**src/rtl/vpu_dma_if.sv**
```systemverilog
// Bus bundle for vpu_dma: CPU register port plus the borrowed VPU register port.
// slave is the DMA side; master is the CPU/VPU system side.
interface vpu_dma_if;
    logic [2:0] AD;
    logic [7:0] DI;
    logic [7:0] DO;
    logic       rw;
    logic       cs;
    logic       irq;
    logic       busy;
    logic [3:0] vpu_ad;
    logic [7:0] vpu_di;
    logic [7:0] vpu_do;
    logic       vpu_rw;
    logic       vpu_cs;

    modport slave (
        input  AD, DI, rw, cs, vpu_do,
        output DO, irq, busy, vpu_ad, vpu_di, vpu_rw, vpu_cs
    );

    modport master (
        output AD, DI, rw, cs, vpu_do,
        input  DO, irq, busy, vpu_ad, vpu_di, vpu_rw, vpu_cs
    );
endinterface

```
**src/rtl/vpu_dma.sv**
```systemverilog
// VRAM fill/copy DMA engine driving the VPU register port one byte at a time,
// with a CPU-visible register file for setup, status and interrupt.
module vpu_dma (
    input  logic     clk,
    input  logic     rst,
    vpu_dma_if.slave bus
);
    typedef enum logic [3:0] {
        IDLE, SRC_HI, SRC_LO, RD, GAP_R, DST_HI, DST_LO, WR, GAP1, GAP2, GAP3
    } state_t;

    state_t      state, state_nxt;
    logic [12:0] dst, src, dst_nxt, src_nxt;
    logic [15:0] cnt, cnt_nxt;
    logic [7:0]  fill, data;
    logic        mode, mode_nxt, ien, done, done_set;
    logic        busy, wr_en, rd_en, ctrl_wr, start, abort;
    logic        cs_nxt, rw_nxt;
    logic [3:0]  ad_nxt;
    logic [7:0]  di_nxt;

    assign busy    = (state != IDLE);
    assign wr_en   = bus.cs & ~bus.rw;
    assign rd_en   = bus.cs & bus.rw;
    assign ctrl_wr = wr_en & (bus.AD == 3'd5);
    assign abort   = ctrl_wr & bus.DI[7];
    assign start   = ctrl_wr & bus.DI[0] & ~bus.DI[7] & ~busy;

    always_comb begin
        state_nxt = state;
        dst_nxt   = dst;
        src_nxt   = src;
        cnt_nxt   = cnt;
        done_set  = 1'b0;
        mode_nxt  = (ctrl_wr & ~busy) ? bus.DI[1] : mode;
        unique case (state)
            IDLE: begin
                if (start) begin
                    if (cnt == '0) done_set  = 1'b1;
                    else           state_nxt = bus.DI[1] ? SRC_HI : DST_HI;
                end
            end
            SRC_HI: state_nxt = SRC_LO;
            SRC_LO: state_nxt = RD;
            RD:     state_nxt = GAP_R;
            GAP_R:  state_nxt = DST_HI;
            DST_HI: state_nxt = DST_LO;
            DST_LO: state_nxt = WR;
            WR:     state_nxt = GAP1;
            GAP1:   state_nxt = GAP2;
            GAP2:   state_nxt = GAP3;
            GAP3: begin
                dst_nxt = dst + 13'd1;
                if (mode) src_nxt = src + 13'd1;
                cnt_nxt = cnt - 16'd1;
                if (cnt == 16'd1) begin
                    state_nxt = IDLE;
                    done_set  = 1'b1;
                end else begin
                    state_nxt = mode ? SRC_HI : DST_HI;
                end
            end
            default: state_nxt = IDLE;
        endcase
        // A completed byte keeps its pointer update; abort only stops the sequence.
        if (abort & busy) begin
            state_nxt = IDLE;
            done_set  = 1'b0;
        end
    end

    // VPU outputs are registered from the state being entered so they hold for the whole clk.
    always_comb begin
        cs_nxt = 1'b0;
        rw_nxt = 1'b0;
        ad_nxt = '0;
        di_nxt = '0;
        case (state_nxt)
            SRC_HI: begin cs_nxt = 1'b1; ad_nxt = 4'd1; di_nxt = {3'b000, src_nxt[12:8]}; end
            SRC_LO: begin cs_nxt = 1'b1; ad_nxt = 4'd2; di_nxt = src_nxt[7:0]; end
            RD:     begin cs_nxt = 1'b1; rw_nxt = 1'b1; end
            DST_HI: begin cs_nxt = 1'b1; ad_nxt = 4'd1; di_nxt = {3'b000, dst_nxt[12:8]}; end
            DST_LO: begin cs_nxt = 1'b1; ad_nxt = 4'd2; di_nxt = dst_nxt[7:0]; end
            WR:     begin cs_nxt = 1'b1; di_nxt = mode_nxt ? data : fill; end
            default: ;
        endcase
    end

    always_ff @(posedge clk) begin
        if (rst) begin
            state      <= IDLE;
            dst        <= '0;
            src        <= '0;
            cnt        <= '0;
            fill       <= '0;
            data       <= '0;
            mode       <= 1'b0;
            ien        <= 1'b0;
            done       <= 1'b0;
            bus.vpu_cs <= 1'b0;
            bus.vpu_rw <= 1'b0;
            bus.vpu_ad <= '0;
            bus.vpu_di <= '0;
        end else begin
            state      <= state_nxt;
            dst        <= dst_nxt;
            src        <= src_nxt;
            cnt        <= cnt_nxt;
            mode       <= mode_nxt;
            bus.vpu_cs <= cs_nxt;
            bus.vpu_rw <= rw_nxt;
            bus.vpu_ad <= ad_nxt;
            bus.vpu_di <= di_nxt;
            if (state == RD) data <= bus.vpu_do;
            if (ctrl_wr) ien <= bus.DI[6];
            if (wr_en & ~busy) begin
                case (bus.AD)
                    3'd0: dst[12:8]  <= bus.DI[4:0];
                    3'd1: dst[7:0]   <= bus.DI;
                    3'd2: cnt[15:8]  <= bus.DI;
                    3'd3: cnt[7:0]   <= bus.DI;
                    3'd4: fill       <= bus.DI;
                    3'd6: src[12:8]  <= bus.DI[4:0];
                    3'd7: src[7:0]   <= bus.DI;
                    default: ;
                endcase
            end
            if (done_set)                          done <= 1'b1;
            else if (rd_en && (bus.AD == 3'd5))    done <= 1'b0;
        end
    end

    always_comb begin
        bus.DO = '0;
        case (bus.AD)
            3'd0: bus.DO = {3'b000, dst[12:8]};
            3'd1: bus.DO = dst[7:0];
            3'd2: bus.DO = cnt[15:8];
            3'd3: bus.DO = cnt[7:0];
            3'd4: bus.DO = fill;
            3'd5: bus.DO = {done, ien, 4'b0000, mode, busy};
            3'd6: bus.DO = {3'b000, src[12:8]};
            3'd7: bus.DO = src[7:0];
            default: ;
        endcase
    end

    assign bus.irq  = done & ien;
    assign bus.busy = busy;
endmodule

```
**src/flat_wrapper.sv**
```systemverilog
// flat-port wrapper written by rule: the top's interface ports become plain ports
module vpu_dma_flat 
  (clk, rst, bus_AD, bus_DI, bus_rw, bus_cs, bus_vpu_do, bus_DO, bus_irq, bus_busy, bus_vpu_ad, bus_vpu_di, bus_vpu_rw, bus_vpu_cs);
  vpu_dma_if bus_i ();
  input  logic clk;
  input  logic rst;
  input wire logic [$bits(bus_i.AD)-1:0] bus_AD;
  input wire logic [$bits(bus_i.DI)-1:0] bus_DI;
  input wire logic [$bits(bus_i.rw)-1:0] bus_rw;
  input wire logic [$bits(bus_i.cs)-1:0] bus_cs;
  input wire logic [$bits(bus_i.vpu_do)-1:0] bus_vpu_do;
  output wire logic [$bits(bus_i.DO)-1:0] bus_DO;
  output wire logic [$bits(bus_i.irq)-1:0] bus_irq;
  output wire logic [$bits(bus_i.busy)-1:0] bus_busy;
  output wire logic [$bits(bus_i.vpu_ad)-1:0] bus_vpu_ad;
  output wire logic [$bits(bus_i.vpu_di)-1:0] bus_vpu_di;
  output wire logic [$bits(bus_i.vpu_rw)-1:0] bus_vpu_rw;
  output wire logic [$bits(bus_i.vpu_cs)-1:0] bus_vpu_cs;
  assign bus_i.AD = bus_AD;
  assign bus_i.DI = bus_DI;
  assign bus_i.rw = bus_rw;
  assign bus_i.cs = bus_cs;
  assign bus_i.vpu_do = bus_vpu_do;
  assign bus_DO = bus_i.DO;
  assign bus_irq = bus_i.irq;
  assign bus_busy = bus_i.busy;
  assign bus_vpu_ad = bus_i.vpu_ad;
  assign bus_vpu_di = bus_i.vpu_di;
  assign bus_vpu_rw = bus_i.vpu_rw;
  assign bus_vpu_cs = bus_i.vpu_cs;
  vpu_dma u_core (.clk(clk), .rst(rst), .bus(bus_i));
endmodule
```
**config.mk**
```make
export PLATFORM = sky130hd
export DESIGN_NAME = vpu_dma_flat
export DESIGN_NICKNAME = d
export VERILOG_FILES = /design/src/rtl/vpu_dma_if.sv /design/src/rtl/vpu_dma.sv /design/src/flat_wrapper.sv
export SDC_FILE = /design/constraint.sdc
export NUM_CORES = 1
export LEC_CHECK = 0
export BUFFER_PORTS_ARGS = -buffer_cell sky130_fd_sc_hd__buf_2
export CORE_ASPECT_RATIO = 0.75
export CORE_MARGIN = 1
export CORE_UTILIZATION = 38
export CTS_CLUSTER_SIZE = 16
export DETAILED_ROUTE_END_ITERATION = 8
export GPL_TIMING_DRIVEN = 0
export PLACE_DENSITY = 0.64
export SLEW_MARGIN = 20
export SYNTH_ARGS = -nofsm -noshare
export SYNTH_HDL_FRONTEND = slang
export SYNTH_SLANG_ARGS = --single-unit
```
**constraint.sdc**
```tcl
create_clock -name clk -period 2.8 [get_ports clk]
set_clock_uncertainty 0.2 [all_clocks]
set_input_delay 0 -clock clk [delete_from_list [all_inputs] [get_ports clk]]
set_output_delay 0 -clock clk [all_outputs]
set_load 0.01 [all_outputs]
```
==> flow_metrics.tcl, run 1 <==
set metrics [dict create \
    drtIter0Drc 524 \
    avgRoutedWirePerCell_microns 20.4 \
    crit_type "in -> reg" \
    min_period_ns 2.71 \
    syn_inst 568 \
    rsz0062_at_grt "false" \
    ir_drop_v 0.000330 \
    port_buffers 40 \
    core_area_sq_mm 0.0117 \
    cts_tree "yes" \
    die_h_microns 97.6 \
    cp-end-kind "flip-flop" \
    ys_types 62 \
    multi_input_area_sq_mm 0.00290 \
    start_kind "input port" \
    gr-total-overflow 0 \
    root_buffer "clkbuf_16" \
    powerDensity_mw_per_mm2 459 \
    postLayoutCellArea_sq_mm 0.00555 \
    min_path_type "in -> reg" \
    ioPinCount 47 \
    ys_seq_elements 77 \
    whs_ns 0.0372 \
    ys_warn_count 0 \
    r2r_cells 8 \
    finalHoldViolations 0 \
    first_pass_iters 7 \
    synth_top_area_frac 0.333 \
    worst_slew_pin_slew_ns 0.814 \
    rows 34 \
    ant_nets 0 \
    drv_slew 0 \
    nets 669 \
    p_leak_nw 2.02 \
    viasPerCell 5.88 \
    vias 4747 \
    grt_pass1_vias 4254 \
    cts_sinks 77 \
    placed_area_sq_mm 0.00503 \
    clkSlewWorstSetupHoldPaths_ns 0.06 \
    fmax_ghz 0.369 \
    ys_top_cells_by_area "dfxtp_1 (33%), nor2_1 (6.4%), a211oi_1 (6.0%), nand3_1 (3.6%), mux2i_1 (3.5%)" \
    clk_path_buf_depth 2 \
    ys_async_sr_fraction 0 \
    cp_max_fo 9 \
    drive_gt1_frac 0.158 \
    outcome "finished clean" \
    syn_to_final_growth_pct 19.9 \
    synth_area_sq_mm 0.00463 \
    die-area_sq_mm 0.0126 \
    antennaDiodeCount 0 \
    drcViolationCount 0 \
    synth_top_flop_cell "dfxtp_1" \
    grt_max_degree 14 \
    totalWireLength_microns 16400 \
    die_x_microns 129 \
    initial_core_util 0.394 \
    fill_cells 1174 \
    dp_hpwl_microns 12500 \
    htree_levels 3 \
    grt_pass1_wl_microns 24800 \
    maxCapViolCount 0 \
    grt_usage 0.268 \
    clk_latency_ns 0.34 \
    synth_edf_count 0 \
    seq_area_frac_synth 0.333 \
    arrival_ns 2.70 \
    seqCellArea_sq_mm 0.00154 \
    grt_antenna_before_repair 0 \
    routabilityCongestion 0.957 \
    cts_buffers 9 \
    setup_viol 0 \
    hold_depth 3 \
    worst_ep_required_time_ns 2.79 \
    slew_headroom 0.454 \
    fin_ws_ns 0.0934 \
    post-synth-top-area-cell "dfxtp_1" \
    synth.avg_cell_area_sq_um 8.15 \
    place_ws_ns -0.100 \
    fin_crit_sh 0.967 \
]
report_power, final:
| part | total [mW] | switching, mW | internal (mW) |
|---|---|---|---|
| combinational | 0.252 | 0.159 | 0.0930 |
| clock | 1.16 | 0.475 | 0.685 |
| sequential | 1.14 | 0.0245 | 1.11 |
| total | 2.55 | 0.659 | 1.89 |
stage by stage:
step           utilization  power, mW  cells  setup TNS (ns)
6_report             0.473       2.55    807               0
5_1_grt              0.473       2.63    807               0
4_1_cts              0.471       2.55    806               0
3_5_place_dp         0.429       1.38    771          -0.125
3_3_place_gp         0.429       1.38    771          -0.125
2_1_floorplan            -       1.29    569               0
routing by layer:
| metal | track usage | up-vias | wire (microns) | part of all wire |
|---|---|---|---|---|
| met5 | 0 | - | 0 | 0 |
| met4 | 0.0903 | 0 | 385 | 0.023 |
| met3 | 0.0606 | 31 | 1860 | 0.11 |
| met2 | 0.382 | 271 | 6680 | 0.41 |
| met1 | 0.391 | 2233 | 7520 | 0.46 |
| li1 | - | 2212 | - | - |
registers in the layout (all words and copies together) (netlist names):
name               cells
u_core.cnt            16
u_core.dst            13
u_core.src            13
u_core.bus.vpu_di      8
u_core.data            8
u_core.fill            8
u_core.state           4
u_core.bus.vpu_ad      2
u_core.bus.vpu_cs      1
u_core.bus.vpu_rw      1
u_core.done            1
u_core.ien             1
u_core.mode            1
path summary, 6_finish.rpt:
check | slack, ns | startpoint | end
hold / removal | 0.04 | bus_DI[0] | u_core.fill[0]
setup reg to reg | 0.10 | u_core.cnt[0] | u_core.bus.vpu_di[3]
hold reg to reg | 0.29 | u_core.data[3] | u_core.data[3]
setup / recovery | 0.09 | bus_DI[7] | u_core.bus.vpu_di[0]
cells in the final DEF (no fill, tap or decap), types with 4 or more instances in the layout:
cell and count:
mux2_2 14, nand4b_1 4, nand3_1 32, a31oi_1 9
buf_2 46, xnor2_1 18, xor2_1 17, dlygate4sd3_1 18
dfxtp_1 77, nand4_1 15, a211oi_1 37, nor3_1 13
ha_1 5, clkbuf_16 9, inv_1 13, and3_1 4
nor2b_1 6, nor2_1 79, or3_1 8, mux2i_1 16
nand2_1 42, a311oi_1 5, nand2b_1 11, a22oi_1 6
a21oi_1 22, nor4_1 7, buf_4 5, o21ai_0 16
clkbuf_1 24, mux4_2 4
what timing repair did:
item,CTS,global route
hold endpoints to repair,59,0
hold buffers,18,0
resized for setup,1,7
buffers inserted,2,1
endpoints found under the setup margin,2,14
pin swaps,1,2
layout make-up:
cell class	instances	share of cell area
timing repair buffer	61	0.0726
buffer	37	0.0282
clock inverter	6	0.0117
clock buffer	9	0.0406
tap	162	0.0365
multi-input combinational	441	0.523
inverter	14	0.00947
sequential	77	0.278
critical path: stages:
cell and delay [ns]:
dlygate4sd3_1 0.53, buf_2 0.24, nand4b_1 0.34, or2_2 0.38, clkbuf_1 0.23, o21ai_2 0.33, inv_1 0.10, o221ai_2 0.44
a41oi_1 0.10
cell usage after synthesis (5+ instances only):
cell / instances
nor4_1: 7
a21oi_1: 22
inv_1: 13
xor2_1: 17
clkbuf_1: 26
a22oi_1: 6
dfxtp_1: 77
ha_1: 5
xnor2_1: 18
buf_2: 6
nor2b_1: 6
nor2_1: 79
or3_1: 8
nand2_1: 42
mux2_2: 14
a211oi_1: 37
o21ai_0: 16
nand4_1: 15
nand2b_1: 11
nand3_1: 33
mux2i_1: 16
a31oi_1: 9
nor3_1: 13
a311oi_1: 5
logic make-up after synthesis:
| logic type | synth area share |
|---|---|
| simple gates | 0.275 |
| other cells | 0.000810 |
| mux | 0.0881 |
| fa+ha+maj | 0.0135 |
| flops | 0.333 |
| compound gates | 0.179 |
| buf+inv | 0.0446 |
| xor+xnor | 0.0662 |
No activity file was read; power rests on OpenSTA's default activity.
==> run 2: changes to the inputs <==
--- a/config.mk
+++ b/config.mk
@@ -6,13 +6,13 @@
 export NUM_CORES = 1
 export LEC_CHECK = 0
 export BUFFER_PORTS_ARGS = -buffer_cell sky130_fd_sc_hd__buf_2
-export CORE_ASPECT_RATIO = 0.75
+export CORE_ASPECT_RATIO = 2
 export CORE_MARGIN = 1
 export CORE_UTILIZATION = 38
 export CTS_CLUSTER_SIZE = 16
 export DETAILED_ROUTE_END_ITERATION = 8
 export GPL_TIMING_DRIVEN = 0
-export PLACE_DENSITY = 0.64
+export PLACE_DENSITY = 0.67
 export SLEW_MARGIN = 20
 export SYNTH_ARGS = -nofsm -noshare
 export SYNTH_HDL_FRONTEND = slang
==> constraint.sdc (replaced) <==
create_clock -name clk -period 2.3 [get_ports clk]
set_clock_uncertainty 0.2 [all_clocks]
set_input_delay 0 -clock clk [delete_from_list [all_inputs] [get_ports clk]]
set_output_delay 0 -clock clk [all_outputs]
set_load 0.01 [all_outputs]
==> run 2 against run 1 <==
The run now ends with setup timing left. Count of clock-buffer cells in the layout stayed put. Power is 28% higher. Global-route usage grew 6.0 points. Register-to-register slack worse by 0.29 ns. Combinational power is 46% higher. Sequential cell count unchanged. Via count up 7.9%. Clock power up 31%.
==> flow_metrics.tcl, run 2 (synthesized netlist as in run 1, its figures left out) <==
set metrics [dict create \
    worst_slew_pin_slew_ns 0.805 \
    die-area_sq_mm 0.0127 \
    crit_chain "nor4_4 -> buf_4 -> nand4_1 -> o32a_4 -> buf_6 -> a21oi_4 -> o21ai_1 -> a41oi_2" \
    totalWireLength_microns 20000 \
    p_leak_nw 2.26 \
    cp-end-kind "flip-flop" \
    start_kind "flip-flop" \
    grt_antenna_before_repair 0 \
    worst_ep_required_time_ns 2.37 \
    p_sw_frac 0.280 \
    powerDensity_mw_per_mm2 531 \
    die_h_microns 158 \
    clkSlewWorstSetupHoldPaths_ns 0.07 \
    initial_core_util 0.393 \
    syn_to_final_growth_pct 33.3 \
    fmax_ghz 0.401 \
    first_pass_iters 5 \
    fin_crit_sh 1.08 \
    vias 5121 \
    slew_headroom 0.463 \
    antennaDiodeCount 0 \
    drtIter0Drc 417 \
    final_common_cell "nor2_1" \
    routabilityCongestion 1.06 \
    whs_ns 0.0761 \
    htree_levels 3 \
    grt_pass1_vias 5026 \
    regMostFlops "u_core.cnt" \
    arrival_ns 2.56 \
    ioPinCount 47 \
    critPathSlowestCell "o32a_4" \
    final_util 0.524 \
    crit_type "reg -> reg" \
    drive_gt1_frac 0.282 \
    cts_tree "yes" \
    dp.cells 754 \
    port_buffers 40 \
    ir_drop_v 0.000383 \
    setup_viol 12 \
    finalHoldViolations 0 \
    gr-total-overflow 0 \
    rsz0062_at_grt "true" \
    critPathBufInv 2 \
    power.internal_mw 2.36 \
    root_buffer "clkbuf_16" \
    dp_hpwl_microns 14300 \
    failed_checks "setup timing" \
    core_area_sq_mm 0.0118 \
    combPwrFrac 0.112 \
    min_path_type "in -> reg" \
    ant_nets 0 \
    outcome "complete, but fails checks" \
    min_period_ns 2.49 \
    nets 694 \
    rows 56 \
    clk_path_buf_depth 2 \
    reg_top3 "u_core.cnt x16, u_core.dst x13, u_core.src x13" \
    avgRoutedWirePerCell_microns 24.5 \
    tns_ns -1.88 \
    maxCapViolCount 0 \
    drcViolationCount 0 \
    largest_register_ffs 16 \
    instances_no_fill 816 \
    critPathTopFamily "compound AO/OA/AOI/OAI gates" \
    viasPerCell 6.28 \
    fin_ws_ns -0.191 \
    grt_pass1_wl_microns 29000 \
    p_switching_uw 916 \
    drv_slew 0 \
    fill_cells 1137 \
    final_cell_mix "nor2_1 (76), dfxtp_1 (71), buf_2 (45)" \
    cts_sinks 77 \
    die_x_microns 80.0 \
    crit_path_max_incr_delay_ns 0.45 \
    cts_buffers 9 \
    clkPwrFrac 0.465 \
    clk_latency_ns 0.35 \
    cp_max_fo 6 \
    grt_max_degree 16 \
    grt_usage 0.327 \
    power_frac_seq 0.422 \
]
-- run 2: final timing paths --
kind         cells after the start                    to             from  slack (ns)
max                              8  u_core.bus.vpu_di[0]  u_core.state[1]       -0.19
min                              3        u_core.fill[0]        bus_DI[0]        0.08
max reg2reg                      8  u_core.bus.vpu_di[0]  u_core.state[1]       -0.19
min reg2reg                      2        u_core.fill[4]   u_core.fill[4]        0.30
-- run 2: what timing repair did --
action	in CTS	in global routing
gates cloned	1	0
pin swaps	25	22
setup endpoints to repair	60	62
gates resized for setup	66	41
setup buffers	25	9
hold endpoints to repair	59	0
hold buffers	19	0
-- run 2: area by class of cell --
| cell class | instances | area (sq um) | area share |
|---|---|---|---|
| repair buffers | 89 | 647 | 0.105 |
| plain buffers | 33 | 174 | 0.0282 |
| multi-input cells | 442 | 3250 | 0.527 |
| flip-flops and latches | 77 | 1560 | 0.252 |
| well taps | 145 | 181 | 0.0294 |
| clock inverters | 7 | 82.6 | 0.0134 |
| inverters | 14 | 52.6 | 0.00852 |
| clock buffers | 9 | 225 | 0.0365 |
-- run 2: routing by layer --
metal | wire, microns | part of all wire | track usage | vias to the layer above
met5 | 0 | 0 | 0 | -
met4 | 2080 | 0.10 | 0.310 | 0
met3 | 1140 | 0.057 | 0.0571 | 125
met1 | 6610 | 0.33 | 0.309 | 2434
met2 | 10200 | 0.51 | 0.578 | 278
li1 | - | - | - | 2284
-- run 2: tightest hold or removal path, delay by kind of cell --
kind                   cells  cell delay, ns
AO/OA/AOI/OAI              1            0.07
buffers and inverters      1            0.33
AND/OR/NAND/NOR            1            0.18
-- run 2: metrics by stage --
step	power (mW)	worst slack (ns)	area, sq um
2_1_floorplan	1.57	0.0318	4630
3_3_place_gp	1.69	-0.719	5010
3_5_place_dp	1.69	-0.660	5010
4_1_cts	3.25	-0.131	5970
5_1_grt	3.34	-0.233	6170
6_report	3.27	-0.191	6170
-- run 2: power by group through the flow --
| stage | clock (mW) | combinational [mW] | sequential [mW] |
|---|---|---|---|
| after floorplan | 0 | 0.167 | 1.40 |
| after global routing | 1.57 | 0.387 | 1.38 |
| final | 1.52 | 0.368 | 1.38 |
| after CTS | 1.53 | 0.341 | 1.38 |
| after global placement | 0 | 0.276 | 1.41 |
| after detailed placement | 0 | 0.277 | 1.41 |
==> run 3: changes to the inputs <==
==> constraint.sdc (replaced) <==
create_clock -name clk -period 2.3 [get_ports clk]
set_clock_uncertainty 0.2 [all_clocks]
set_input_delay 0 -clock clk [delete_from_list [all_inputs] [get_ports clk]]
set_output_delay 0 -clock clk [all_outputs]
set_load 0.05 [all_outputs]
==> run 3 against run 2 <==
The flow still finishes with violations (setup timing). Final area down 1.3%. First-iteration DRC count down 17%. Clock power up 5%. Critical path type unchanged.
==> flow_metrics.tcl, run 3 (synthesized netlist as in run 1, its figures left out) <==
set metrics [dict create \
    setup_viol 8 \
    core_area_sq_mm 0.0118 \
    fmax_ghz 0.414 \
    final_cell_mix "nor2_1 (76), dfxtp_1 (69), buf_2 (41)" \
    clk_path_buf_depth 2 \
    worst_ep_required_time_ns 2.31 \
    p_leak_nw 2.21 \
    regMostFlops "u_core.cnt" \
    crit_chain "nor4_4 -> buf_4 -> inv_4 -> o31ai_4 -> nand2_4 -> mux2_2 -> o2111ai_1 -> a41oi_2" \
    r2r-end "u_core.bus.vpu_di[3]" \
    initial_core_util 0.393 \
    hold_depth 3 \
    power_mw 3.36 \
    viasPerCell 6.20 \
    totalWireLength_microns 19200 \
    grt_usage 0.316 \
    ant_nets 0 \
    maxCapViolCount 0 \
    dp_hpwl_microns 14200 \
    rows 56 \
    gr-total-overflow 0 \
    clkSlewWorstSetupHoldPaths_ns 0.06 \
    slew_headroom 0.442 \
    powerDensity_mw_per_mm2 552 \
    critPathSlowestCell "dfxtp_4" \
    cp_num_cells 8 \
    clk_latency_ns 0.35 \
    fill_cells 1175 \
    grt_pass1_wl_microns 28400 \
    vias 4984 \
    cts_tree "yes" \
    avgRoutedWirePerCell_microns 23.9 \
    antennaDiodeCount 0 \
    min_period_ns 2.42 \
    cts_buffers 9 \
    largest_register_ffs 16 \
    min_path_type "in -> reg" \
    syn_to_final_growth_pct 31.6 \
    arrival_ns 2.42 \
    ioPinCount 47 \
    cp_max_fo 8 \
    rsz0062_at_grt "true" \
    critPathTopFamily "compound AO/OA/AOI/OAI gates" \
    drtIter0Drc 347 \
    fin_crit_sh 1.05 \
    routabilityCongestion 1.02 \
    root_buffer "clkbuf_16" \
    first_pass_iters 5 \
    grt_pass1_vias 4889 \
    critPathBufInv 2 \
    ir_drop_v 0.000396 \
    worstReg2RegStart "u_core.state[1]" \
    die_x_microns 80.0 \
    startpoint "u_core.state[1]" \
    worst_slew_pin_slew_ns 0.837 \
    regToRegSetupSlack_ns -0.12 \
    drcViolationCount 0 \
    crit_path_max_incr_delay_ns 0.36 \
    start_kind "flip-flop" \
    finalHoldViolations 0 \
    fin_ws_ns -0.116 \
    reg_top3 "u_core.cnt x16, u_core.dst x13, u_core.src x13" \
    outcome "complete, but fails checks" \
    grt_max_degree 16 \
    grt_antenna_before_repair 0 \
    crit_type "reg -> reg" \
    htree_levels 3 \
    final_common_cell "nor2_1" \
    drive_gt1_frac 0.264 \
    nets 682 \
    endpoint "u_core.bus.vpu_di[3]" \
    r2r_cells 8 \
    drv_slew 0 \
    failed_checks "setup timing" \
    cp-end-kind "flip-flop" \
    cts_sinks 77 \
    tns_ns -0.601 \
    die-area_sq_mm 0.0127 \
    port_buffers 40 \
    die_h_microns 158 \
]
==> run 3: cell types whose count changed in the layout (fill, tap and decap cells not counted), moves of 3 or more <==
cell / before / now
buf_4: 28 / 21
buf_2: 45 / 41
a211oi_1: 35 / 32
a211oi_2: 2 / 5
inv_2: 3 / 0
==> run 3: what timing repair did <==
action                                  4_1_cts  5_1_grt
gates cloned                                  1        1
hold buffers                                 18        0
endpoints found under the setup margin       61       65
resized for setup                            56       56
setup buffers                                10        8
pin swaps                                    10       19
endpoints found under the hold margin        59        0
==> run 3: through the flow <==
stage | worst slack, ns | cell area (sq um) | instances | hold WS [ns] | utilization
2_1_floorplan | 0.0278 | 4640 | 569 | -0.0561 | -
3_3_place_gp | -0.691 | 5020 | 754 | 0.0373 | 0.426
3_5_place_dp | -0.642 | 5020 | 754 | 0.0515 | 0.426
4_1_cts | -0.100 | 5850 | 798 | 0.00321 | 0.497
5_1_grt | -0.200 | 6090 | 804 | 0.0262 | 0.518
6_report | -0.116 | 6090 | 804 | 0.00171 | 0.518
==> run 3: final cells by class <==
| class | instances | area (sq um) | area share |
|---|---|---|---|
| clock inverters | 6 | 95.1 | 0.0156 |
| well taps | 145 | 181 | 0.0298 |
| inverters | 14 | 55.1 | 0.00904 |
| flip-flops and latches | 77 | 1560 | 0.256 |
| clock buffers | 10 | 229 | 0.0376 |
| plain buffers | 33 | 184 | 0.0302 |
| repair buffers | 77 | 543 | 0.0891 |
| multi-input cells | 442 | 3250 | 0.533 |
==> run 3: power by group <==
part / total [mW] / switching (mW) / internal (mW)
Clock: 1.59 / 0.631 / 0.963
Combinational: 0.383 / 0.243 / 0.140
Sequential: 1.38 / 0.0341 / 1.35
==> run 3: worst min-delay path: stages <==
cell	delay (ns)
buf_1	0.29
nand3_1	0.16
a21oi_1	0.06
==> run 3: worst min-delay path by stage <==
| stage | startpoint | to | slack (ns) |
|---|---|---|---|
| after CTS | bus_DI[0] | u_core.fill[0] | 0.003 |
| after global placement | bus_vpu_do[4] | u_core.data[4] | 0.04 |
| final | bus_DI[0] | u_core.fill[0] | 0.002 |
| after global routing | bus_DI[0] | u_core.cnt[0] | 0.03 |
| after detailed placement | bus_vpu_do[3] | u_core.data[3] | 0.05 |
| after floorplan | bus_DI[4] | u_core.src[4] | -0.06 |
==> run 3: layer usage <==
layer,vias up,routed length [microns],share of wire,GRT usage
met2,230,9660,0.50,0.547
met1,2380,6390,0.33,0.305
met3,117,967,0.050,0.0432
met4,0,2170,0.11,0.322
met5,-,0,0,0
li1,2257,-,-,-
